===== src/rtl/instr_fetch_queue_pkg.sv =====
// Shared definitions for the instruction prefetch queue.
// Holds the fetch FSM encoding, the PC step and the queue entry layout.
package instr_fetch_queue_pkg;

  localparam int          DEFAULT_DEPTH = 4;
  localparam logic [31:0] PC_INCR       = 32'd4;

  typedef enum logic [1:0] {
    ST_IDLE    = 2'd0,
    ST_WAIT    = 2'd1,
    ST_DISCARD = 2'd2
  } fetchState_e;

  typedef struct packed {
    logic [31:0] pc;
    logic [31:0] instr;
  } fetchEntry_t;

endpackage


===== src/rtl/instr_fetch_queue_fetch_fifo.sv =====
// Circular buffer of fetched {pc, instr} entries with a synchronous clear.
// Callers never push when full nor pop when empty.
module fetch_fifo
  import instr_fetch_queue_pkg::*;
#(
  parameter int  DEPTH = DEFAULT_DEPTH,
  localparam int PW    = $clog2(DEPTH),
  localparam int CW    = $clog2(DEPTH) + 1
) (
  input  logic          clk,
  input  logic          reset,
  input  logic          push_i,
  input  logic          pop_i,
  input  logic          clear_i,
  input  fetchEntry_t   pushData_i,
  output fetchEntry_t   headData_o,
  output logic          full_o,
  output logic          empty_o,
  output logic [CW-1:0] count_o
);

  fetchEntry_t   mem_q [DEPTH];
  logic [PW-1:0] wrPtr_q;
  logic [PW-1:0] rdPtr_q;
  logic [CW-1:0] count_q;

  // Storage is zeroed on reset so the head reads as zero until the first push.
  always_ff @(posedge clk or posedge reset) begin
    if (reset) begin
      for (int i = 0; i < DEPTH; i++) begin
        mem_q[i] <= '0;
      end
      wrPtr_q <= '0;
      rdPtr_q <= '0;
      count_q <= '0;
    end else if (clear_i) begin
      wrPtr_q <= '0;
      rdPtr_q <= '0;
      count_q <= '0;
    end else begin
      if (push_i) begin
        mem_q[wrPtr_q] <= pushData_i;
        wrPtr_q        <= wrPtr_q + PW'(1);
      end
      if (pop_i) begin
        rdPtr_q <= rdPtr_q + PW'(1);
      end
      if (push_i && !pop_i) begin
        count_q <= count_q + CW'(1);
      end else if (!push_i && pop_i) begin
        count_q <= count_q - CW'(1);
      end
    end
  end

  assign headData_o = mem_q[rdPtr_q];
  assign full_o     = (count_q == CW'(DEPTH));
  assign empty_o    = (count_q == '0);
  assign count_o    = count_q;

endmodule


===== src/rtl/instr_fetch_queue.sv =====
// Instruction prefetch unit: one-outstanding-request fetch FSM feeding a FIFO
// that the IF/ID stage drains; a flush empties the queue and redirects fetch.
module instr_fetch_queue
  import instr_fetch_queue_pkg::*;
#(
  parameter int          DEPTH    = DEFAULT_DEPTH,
  parameter logic [31:0] RESET_PC = 32'h0000_0000,
  localparam int         CW       = $clog2(DEPTH) + 1
) (
  input  logic          clk,
  input  logic          reset,
  output logic          imem_req,
  output logic [31:0]   imem_addr,
  input  logic          imem_ready,
  input  logic [31:0]   imem_rdata,
  output logic          dec_valid,
  output logic [31:0]   dec_instr,
  output logic [31:0]   dec_pc,
  input  logic          dec_ready,
  input  logic          flush,
  input  logic [31:0]   flush_pc,
  output logic [CW-1:0] fill_count
);

  fetchState_e state_q, state_d;
  logic [31:0] fetchPc_q, fetchPc_d;
  logic [31:0] reqAddr_q, reqAddr_d;
  logic        pushEn;
  logic        popEn;
  logic        fifoFull;
  logic        fifoEmpty;
  fetchEntry_t pushEntry;
  fetchEntry_t headEntry;

  always_ff @(posedge clk or posedge reset) begin
    if (reset) begin
      state_q   <= ST_IDLE;
      fetchPc_q <= RESET_PC;
      reqAddr_q <= RESET_PC;
    end else begin
      state_q   <= state_d;
      fetchPc_q <= fetchPc_d;
      reqAddr_q <= reqAddr_d;
    end
  end

  // A request only issues when the queue has room; since nothing else pushes
  // while it is outstanding, the completing push can never find the queue full.
  always_comb begin
    state_d   = state_q;
    fetchPc_d = fetchPc_q;
    reqAddr_d = reqAddr_q;
    pushEn    = 1'b0;
    unique case (state_q)
      ST_IDLE: begin
        if (flush) begin
          fetchPc_d = flush_pc;
        end else if (!fifoFull) begin
          state_d   = ST_WAIT;
          reqAddr_d = fetchPc_q;
        end
      end
      ST_WAIT: begin
        if (flush) begin
          fetchPc_d = flush_pc;
          state_d   = imem_ready ? ST_IDLE : ST_DISCARD;
        end else if (imem_ready) begin
          pushEn    = 1'b1;
          fetchPc_d = reqAddr_q + PC_INCR;
          state_d   = ST_IDLE;
        end
      end
      ST_DISCARD: begin
        if (flush) begin
          fetchPc_d = flush_pc;
        end
        if (imem_ready) begin
          state_d = ST_IDLE;
        end
      end
      default: state_d = ST_IDLE;
    endcase
  end

  assign imem_req        = (state_q != ST_IDLE);
  assign imem_addr       = reqAddr_q;
  assign pushEntry.pc    = reqAddr_q;
  assign pushEntry.instr = imem_rdata;
  assign popEn           = dec_valid && dec_ready && !flush;

  fetch_fifo #(.DEPTH(DEPTH)) fifo (
    .clk        (clk),
    .reset      (reset),
    .push_i     (pushEn),
    .pop_i      (popEn),
    .clear_i    (flush),
    .pushData_i (pushEntry),
    .headData_o (headEntry),
    .full_o     (fifoFull),
    .empty_o    (fifoEmpty),
    .count_o    (fill_count)
  );

  assign dec_valid = !fifoEmpty;
  assign dec_instr = headEntry.instr;
  assign dec_pc    = headEntry.pc;

endmodule


===== config.mk =====
export PLATFORM = sky130hd
export DESIGN_NAME = instr_fetch_queue
export DESIGN_NICKNAME = d
export VERILOG_FILES = /design/src/rtl/instr_fetch_queue_pkg.sv /design/src/rtl/instr_fetch_queue_fetch_fifo.sv /design/src/rtl/instr_fetch_queue.sv
export SDC_FILE = /design/constraint.sdc
export NUM_CORES = 1
export LEC_CHECK = 0
export BUFFER_PORTS_ARGS = -buffer_cell sky130_fd_sc_hd__buf_2
export CAP_MARGIN = 20
export CORE_AREA = 2 2 206 127
export DETAILED_ROUTE_END_ITERATION = 6
export DIE_AREA = 0 0 208 129
export PLACE_DENSITY = 0.78
export SLEW_MARGIN = 20
export SYNTH_ARGS = -nofsm -noshare
export SYNTH_HDL_FRONTEND = slang
export SYNTH_SLANG_ARGS = --single-unit

===== constraint.sdc =====
create_clock -name clk -period 30.7 [get_ports clk]
set_input_delay 6.14 -clock clk [delete_from_list [all_inputs] [get_ports clk]]
set_output_delay 6.14 -clock clk [all_outputs]
set_load 0.1 [all_outputs]

==> metrics.md, run 1 <==
| Metric | Value |
|---|---|
| Status | `finished, final reports clean` |
| Area share of the leading cell type in the synthesized netlist | `0.5588` |
| Synth area leaders | `dfrtp_1 56%, mux2_2 21%, mux4_2 9.9%, o21ai_0 1.7%, nand2_1 1.4%` |
| Period utilisation layout | `0.2991` |
| Crit-path slowest cell | `buf_4` |
| Placed inst area | `0.01574 sq mm` |
| Mapped Cells | `1015` |
| Sequential share of the synthesized area | `0.5588` |
| Net count after synthesis | `~1100` |
| Minimum clock period | `approximately 9200 ps` |
| Die area | `approximately 0.027 sq mm` |
| Die width | `208 microns` |
| Max-cap violation count | `0` |
| Resize count post-CTS | `0` |
| Fin. Hold Viols | `0` |
| Cell with the most instances after synthesis | `dfrtp_1` |
| Setup CP Type | `reg2out` |
| Number of buffers created by CTS | `31` |
| Clk slew on worst S/H paths | `60 ps` |
| Gpl congestion | `0.8061` |
| Share of layout cells above drive strength 1 | `0.4957` |
| Worst Hold Path Cells | `2` |
| Area of the multi-input gates | `0.006138 sq mm` |
| Avg WL per Cell | `21.66 microns` |
| Initial antenna violation count | `0` |
| Via count | `9081` |
| Fmax achieved | `0.1089 GHz` |
| Startpoint types | `flop` |
| First-pass GRT wire length | `52450 microns` |
| Antenna fix cells | `0` |
| Root Driver | `clkbuf_16` |
| Max incr delay on CP | `780 ps` |
| Number of post-CTS setup repair buffers | `0` |
| Fin. max-slew vios | `0` |
| Hold EP | `fifo.mem_q[180]` |
| Fill cells | `between 1500 and 2000` |
| H-Tree Depth | `1` |
| R2R Path End | `fifo.mem_q[164]` |
| Post-Route WL | `32420 microns` |
| Clk Latency, worst-skew pair | `between 500 and 600 ps` |
| Worst-path fanout max | `47` |
| YS warnings | `0` |
| DRC | `0` |
| Pre-antenna DRT Iters | `5` |
| Final ANT Viol Nets | `0` |
| RSZ-0062 raised after global routing | `false` |
| TritonCTS clock tree | `done` |
| Vias in the first global route | `9270` |
| Starting density of the core | `0.5921` |
| Rel. slew slack | `0.2680` |
| Count of final setup violators | `0` |
| R2R setup slack | `27480 ps` |
| CP required | `24560 ps` |
| Clock Path Buffers | `3` |
| Post-synth ARST share | `1.000` |
| Worst hold start | `fifo.mem_q[180]` |
| Clock Skew | `around 8.5 ps` |
| Area grow syn2layout | `13.94%` |
| GR Overflow Total | `0` |
| Reg-to-Reg Start | `state_q[0]` |
| I/O Buffers | `169` |
| Die extent in y | `about 130 microns` |
| CTS Sinks | `329` |
| Critical Path AT | `3040 ps` |
| Worst Tran Pin Value | `1097 ps` |
| CP cell instances | `buf_4 > mux4_2 > buf_2` |
| Largest net degree at the start of global routing | `about 110` |
| Post-synth cell types | `45` |
| Core area | `0.02489 sq mm` |
| Routed vias/inst | `6.066` |
| Post-synth top cells | `329 x dfrtp_1, 273 x mux2_2, 65 x mux4_2` |
| Final Instance Area | `roughly 0.017 sq mm` |
| Mean Syn Cell Area | `roughly 15 sq um` |
| Setup TNS | `0 ps` |
| Worst hold-check path type | `reg2reg` |
| Synthesized area | `0.01473 sq mm` |
| Fin nets | `between 1000 and 1500` |
| Synth Flop Type | `dfrtp_1` |
| Critical Path End Type | `output port` |
| Yosys top cell by area | `dfrtp_1` |
| #FFs+latches synth | `329` |
| Initial DRC count | `approximately 800` |
| Reg area | `0.008240 sq mm` |
| Cts hold-fix bufs | `0` |
| Final design utilization | `0.6746` |
| Io pins | `170` |
| Row count | `45` |
| HPWL Detailed | `19710 microns` |
| Total GRT Usage | `0.2494` |
| Number of synthesized flops with an enable pin | `0` |
| Cells on worst reg2reg path | `4` |
## worst max path at each step
stage,from,end,slack [ps],cells after the start
finish,fifo.rdPtr_q[0],dec_pc[26],21520,3
global route,fifo.rdPtr_q[0],dec_pc[26],21310,3
CTS,fifo.rdPtr_q[0],dec_pc[26],21430,3
detailed placement,flush,fifo.mem_q[20],21480,5
global placement,flush,fifo.mem_q[38],21560,5
floorplan,reset,fetchPc_q[0],15450,1
## cell families after synthesis
logic type,after synthesis,synth area share
AOI/OAI and AO/OA,88,0.03703
and+or+nand+nor,133,0.04577
xor gates and xnor gates,25,0.01486
adders and majority gates,6,0.005605
muxes,342,0.3107
DFF,329,0.5588
buffers and inverters,92,0.02726
## metrics by stage
stage	instances	setup slack [ps]	hold WS, ps
2_1_floorplan	1015	15450	444.4
3_3_place_gp	1440	21560	456.0
3_5_place_dp	1440	21480	466.0
4_1_cts	1496	21430	481.4
5_1_grt	1497	21310	505.8
6_report	1497	21520	479.3
## per-layer routing
metal  track usage  vias up  wire [microns]
met1        0.3876     4736           15310
met5             0        -               0
met2        0.3600      297           14280
met3       0.05492       60            2127
li1              -     3988               -
met4       0.06341        0             703
## registers in the layout, summed over array words and instances (netlist names)
signal / flops
fetchPc_q: 32
fifo.wrPtr_q: 2
fifo.mem_q: 256
fifo.count_o: 3
fifo.rdPtr_q: 2
state_q: 2
imem_addr: 32
## worst max-delay path: cells and delay by family, from the launching register on
kind / cells / cell delay, ps
buffers and inverters: 2 / 1110
flip-flops: 1 / 680
multiplexers: 1 / 680
## cell usage in the layout, fill, tap and decap left out, types with 3 or more instances in the layout
cell type,synthesis,routed
a21o_1,4,4
a21oi_1,8,8
a31oi_1,5,5
a32oi_1,14,14
and3_1,3,3
and4_1,4,4
buf_2,28,169
buf_4,5,9
clkbuf_1,36,7
clkbuf_16,0,31
clkbuf_8,0,7
clkinv_2,0,6
dfrtp_1,329,327
ha_1,5,5
inv_1,10,9
mux2_2,273,273
mux2i_1,4,4
mux4_2,65,65
nand2_1,55,51
nand2_4,0,3
nand2b_1,3,3
nand3_1,15,15
nand4_1,9,9
nor2_1,19,19
nor3_1,7,7
nor4_1,3,3
o21ai_0,49,49
or3_1,3,3
xnor2_1,9,9
xor2_1,16,16
## cell type report
class	instances	area share
Clock buffer	45	0.05351
Clock inverter	11	0.006782
Inverter	10	0.002683
Multi-Input combinational cell	594	0.3656
Sequential cell	329	0.4908
Tap cell	329	0.02452
Timing Repair Buffer	179	0.05604
Power of run 1 is left out: the tool's default activity adds up to more than one toggle a clock period on the data nets, which glitch-free logic cannot reach.
==> inputs of run 2 (changes only) <==
CORE_AREA = 2 2 208 128   (was 2 2 206 127)
DIE_AREA = 0 0 210 130   (was 0 0 208 129)
PLACE_DENSITY = 0.76   (was 0.78)
clock period = 8.5 ns   (was 30.7 ns; I/O delays follow)
==> run 2 against run 1 <==
Utilization fell by 1.4 points. Critical path depth did not move. Clock-buffer cell count fell by 9. Non-clock buffer count rose by 1. Clock skew rose by 9.1 ps. Worst setup slack got worse by 18000 ps. Register-to-register slack got worse by 22000 ps. Via count fell by 1.8%. Sequential share of layout area fell by 0.59 points. Wire length fell by 2.0%. Highest routed layer unchanged.
==> metrics.md, run 2 (synthesis results as in run 1) <==
| Metric | Value |
|---|---|
| Via count | `8918 (was 9081)` |
| TritonCTS clock tree | `done (unchanged)` |
| Die area | `0.02730 sq mm (was 0.02683 sq mm)` |
| Post-Route WL | `31790 microns (was 32420 microns)` |
| Clk Latency, worst-skew pair | `580 ps (was 570 ps)` |
| Largest net degree at the start of global routing | `171 (was 111)` |
| Reg-to-Reg Start | `state_q[0] (unchanged)` |
| Number of post-CTS setup repair buffers | `0 (unchanged)` |
| CP cell instances | `buf_4 > mux4_2 > buf_2 (unchanged)` |
| H-Tree Depth | `1 (unchanged)` |
| Worst hold start | `fetchPc_q[9] (was fifo.mem_q[180])` |
| Count of final setup violators | `0 (unchanged)` |
| Largest register by flop count | `fifo.mem_q (unchanged)` |
| R2R setup slack | `5390 ps (was 27480 ps)` |
| Minimum clock period | `4791 ps` |
| Fmax achieved | `between 0.2 and 0.25 GHz` |
| Die extent in y | `130 microns (was 129 microns)` |
| Crit-path slowest cell | `dfrtp_4 (was buf_4)` |
| Starting density of the core | `0.5727 (was 0.5921)` |
| Critical Path End Type | `output port (unchanged)` |
| Clock Skew | `17.61 ps (was 8.549 ps)` |
| Total GRT Usage | `0.2423 (was 0.2494)` |
| Share of layout cells above drive strength 1 | `0.5021 (was 0.4957)` |
| Startpoint types | `flop (unchanged)` |
| Max incr delay on CP | `780 ps (about the same)` |
| Pre-antenna DRT Iters | `5 (unchanged)` |
| Avg WL per Cell | `21.09 microns (was 21.66 microns)` |
| Core area | `0.02573 sq mm (was 0.02489 sq mm)` |
| Cts hold-fix bufs | `0 (unchanged)` |
| Critical Path AT | `3090 ps (was 3040 ps)` |
| Commonest non-fill, non-tap cell in the layout | `dfrtp_1 (unchanged)` |
| DRC | `0 (unchanged)` |
| Global routing's busiest layer | `met1 (unchanged)` |
| Max-cap violation count | `0 (unchanged)` |
| Final ANT Viol Nets | `0 (unchanged)` |
| HPWL Detailed | `19460 microns (was 19710 microns)` |
| Io pins | `170 (unchanged)` |
| Status | `finished, final reports clean (unchanged)` |
| Met2 usage | `0.3623 (was 0.3600)` |
| Antenna fix cells | `0 (unchanged)` |
| Clk slew on worst S/H paths | `70 ps (was 60 ps)` |
| Hold EP | `fetchPc_q[9] (was fifo.mem_q[180])` |
| First-pass GRT wire length | `51580 microns (was 52450 microns)` |
| Period utilisation layout | `0.5636` |
| Worst hold-check path type | `reg2reg (unchanged)` |
| Number of buffers created by CTS | `31 (unchanged)` |
| Area grow syn2layout | `15.32% (was 13.94%)` |
| Gpl congestion | `0.7884 (was 0.8061)` |
| Most frequent cells in the layout | `327 x dfrtp_1, 273 x mux2_2, 169 x buf_2, 65 x mux4_2, 51 x nand2_1 (unchanged)` |
| Die width | `210 microns (was 208 microns)` |
| CTS Sinks | `329 (unchanged)` |
| Resize count post-CTS | `0 (unchanged)` |
| Rel. slew slack | `0.2717 (was 0.2680)` |
| Met1 usage | `0.3729 (was 0.3876)` |
| Row count | `46 (was 45)` |
| Global-route track usage on met3 | `0.04982 (was 0.05492)` |
| CP required | `6800 ps (was 24560 ps)` |
| Clock Path Buffers | `3 (unchanged)` |
| R2R Path End | `fifo.mem_q[94] (was fifo.mem_q[164])` |
| Setup CP Type | `reg2out (unchanged)` |
| Vias in the first global route | `9091 (was 9270)` |
| Setup TNS | `0 ps (unchanged)` |
| I/O Buffers | `169 (unchanged)` |
| Fin. max-slew vios | `0 (unchanged)` |
| Worst Hold Path Cells | `2 (unchanged)` |
| Worst Tran Pin Value | `1091 ps (was 1097 ps)` |
| Largest register FFs | `256 (unchanged)` |
| RSZ-0062 raised after global routing | `false (unchanged)` |
| Initial antenna violation count | `1 (was 0)` |
| Root Driver | `clkbuf_16 (unchanged)` |
| GR Overflow Total | `0 (unchanged)` |
| Fin nets | `1221 (was 1220)` |
| Fin. Hold Viols | `0 (unchanged)` |
| Routed vias/inst | `5.918 (was 6.066)` |
| Cells on worst reg2reg path | `4 (unchanged)` |
| Worst-path fanout max | `39 (was 47)` |
| Initial DRC count | `659 (was 785)` |
==> run 2: cell types whose count changed in the layout (fill, tap and decap cells not counted), moves of 2 or more <==
| cell | before | now |
|---|---|---|
| clkbuf_1 | 7 | 1 |
| clkbuf_8 | 7 | 4 |
| buf_12 | 0 | 2 |
| clkinvlp_4 | 2 | 6 |
| bufinv_16 | 2 | 9 |
==> run 2: cell type report <==
type,instances,area [sq um]
multi-input cells,594,6130
clock buffers,36,834.6
well taps,336,420.4
fillers,1857,8736
flip-flops and latches,329,8240
clock inverters,22,351.6
repair buffers,180,973.4
inverters,10,41.29
==> run 2: worst max path at each step <==
stage               startpoint         endpoint  slack (ps)  cells past startpoint
5_1_grt        fifo.rdPtr_q[0]        dec_pc[2]        3540                      3
4_1_cts        fifo.rdPtr_q[0]        dec_pc[2]        3660                      3
3_3_place_gp             flush  fifo.mem_q[103]        3830                      5
2_1_floorplan            reset     fetchPc_q[0]        2410                      1
3_5_place_dp             flush  fifo.mem_q[219]        3730                      5
6_report       fifo.rdPtr_q[0]        dec_pc[2]        3710                      3
==> run 2: per-stage QoR <==
| step | std cells | hold WS (ps) | utilization | setup WS (ps) | instance area, sq um |
|---|---|---|---|---|---|
| after global placement | 1447 | 457.4 | 0.6125 | 3833 | 15760 |
| after CTS | 1505 | 481.1 | 0.6586 | 3656 | 16940 |
| after global routing | 1507 | 504.6 | 0.6604 | 3541 | 16990 |
| final | 1507 | 477.5 | 0.6604 | 3709 | 16990 |
| after detailed placement | 1447 | 465.1 | 0.6125 | 3727 | 15760 |
| after floorplan | 1015 | 444.4 | - | 2407 | 14740 |
==> run 2: metal layers <==
metal  vias to the layer above  part of all wire
li1                       3985                 -
met1                      4653              0.48
met2                       234              0.44
met3                        46             0.057
met4                         0             0.019
met5                         -                 0
==> run 2: worst max-delay path, delay by kind of cell, from the launching register on <==
family	cells	cell delay [ps]
buffers and inverters	2	1050
flip-flops	1	780
multiplexers	1	660
Power of run 2 is left out for the same reason.
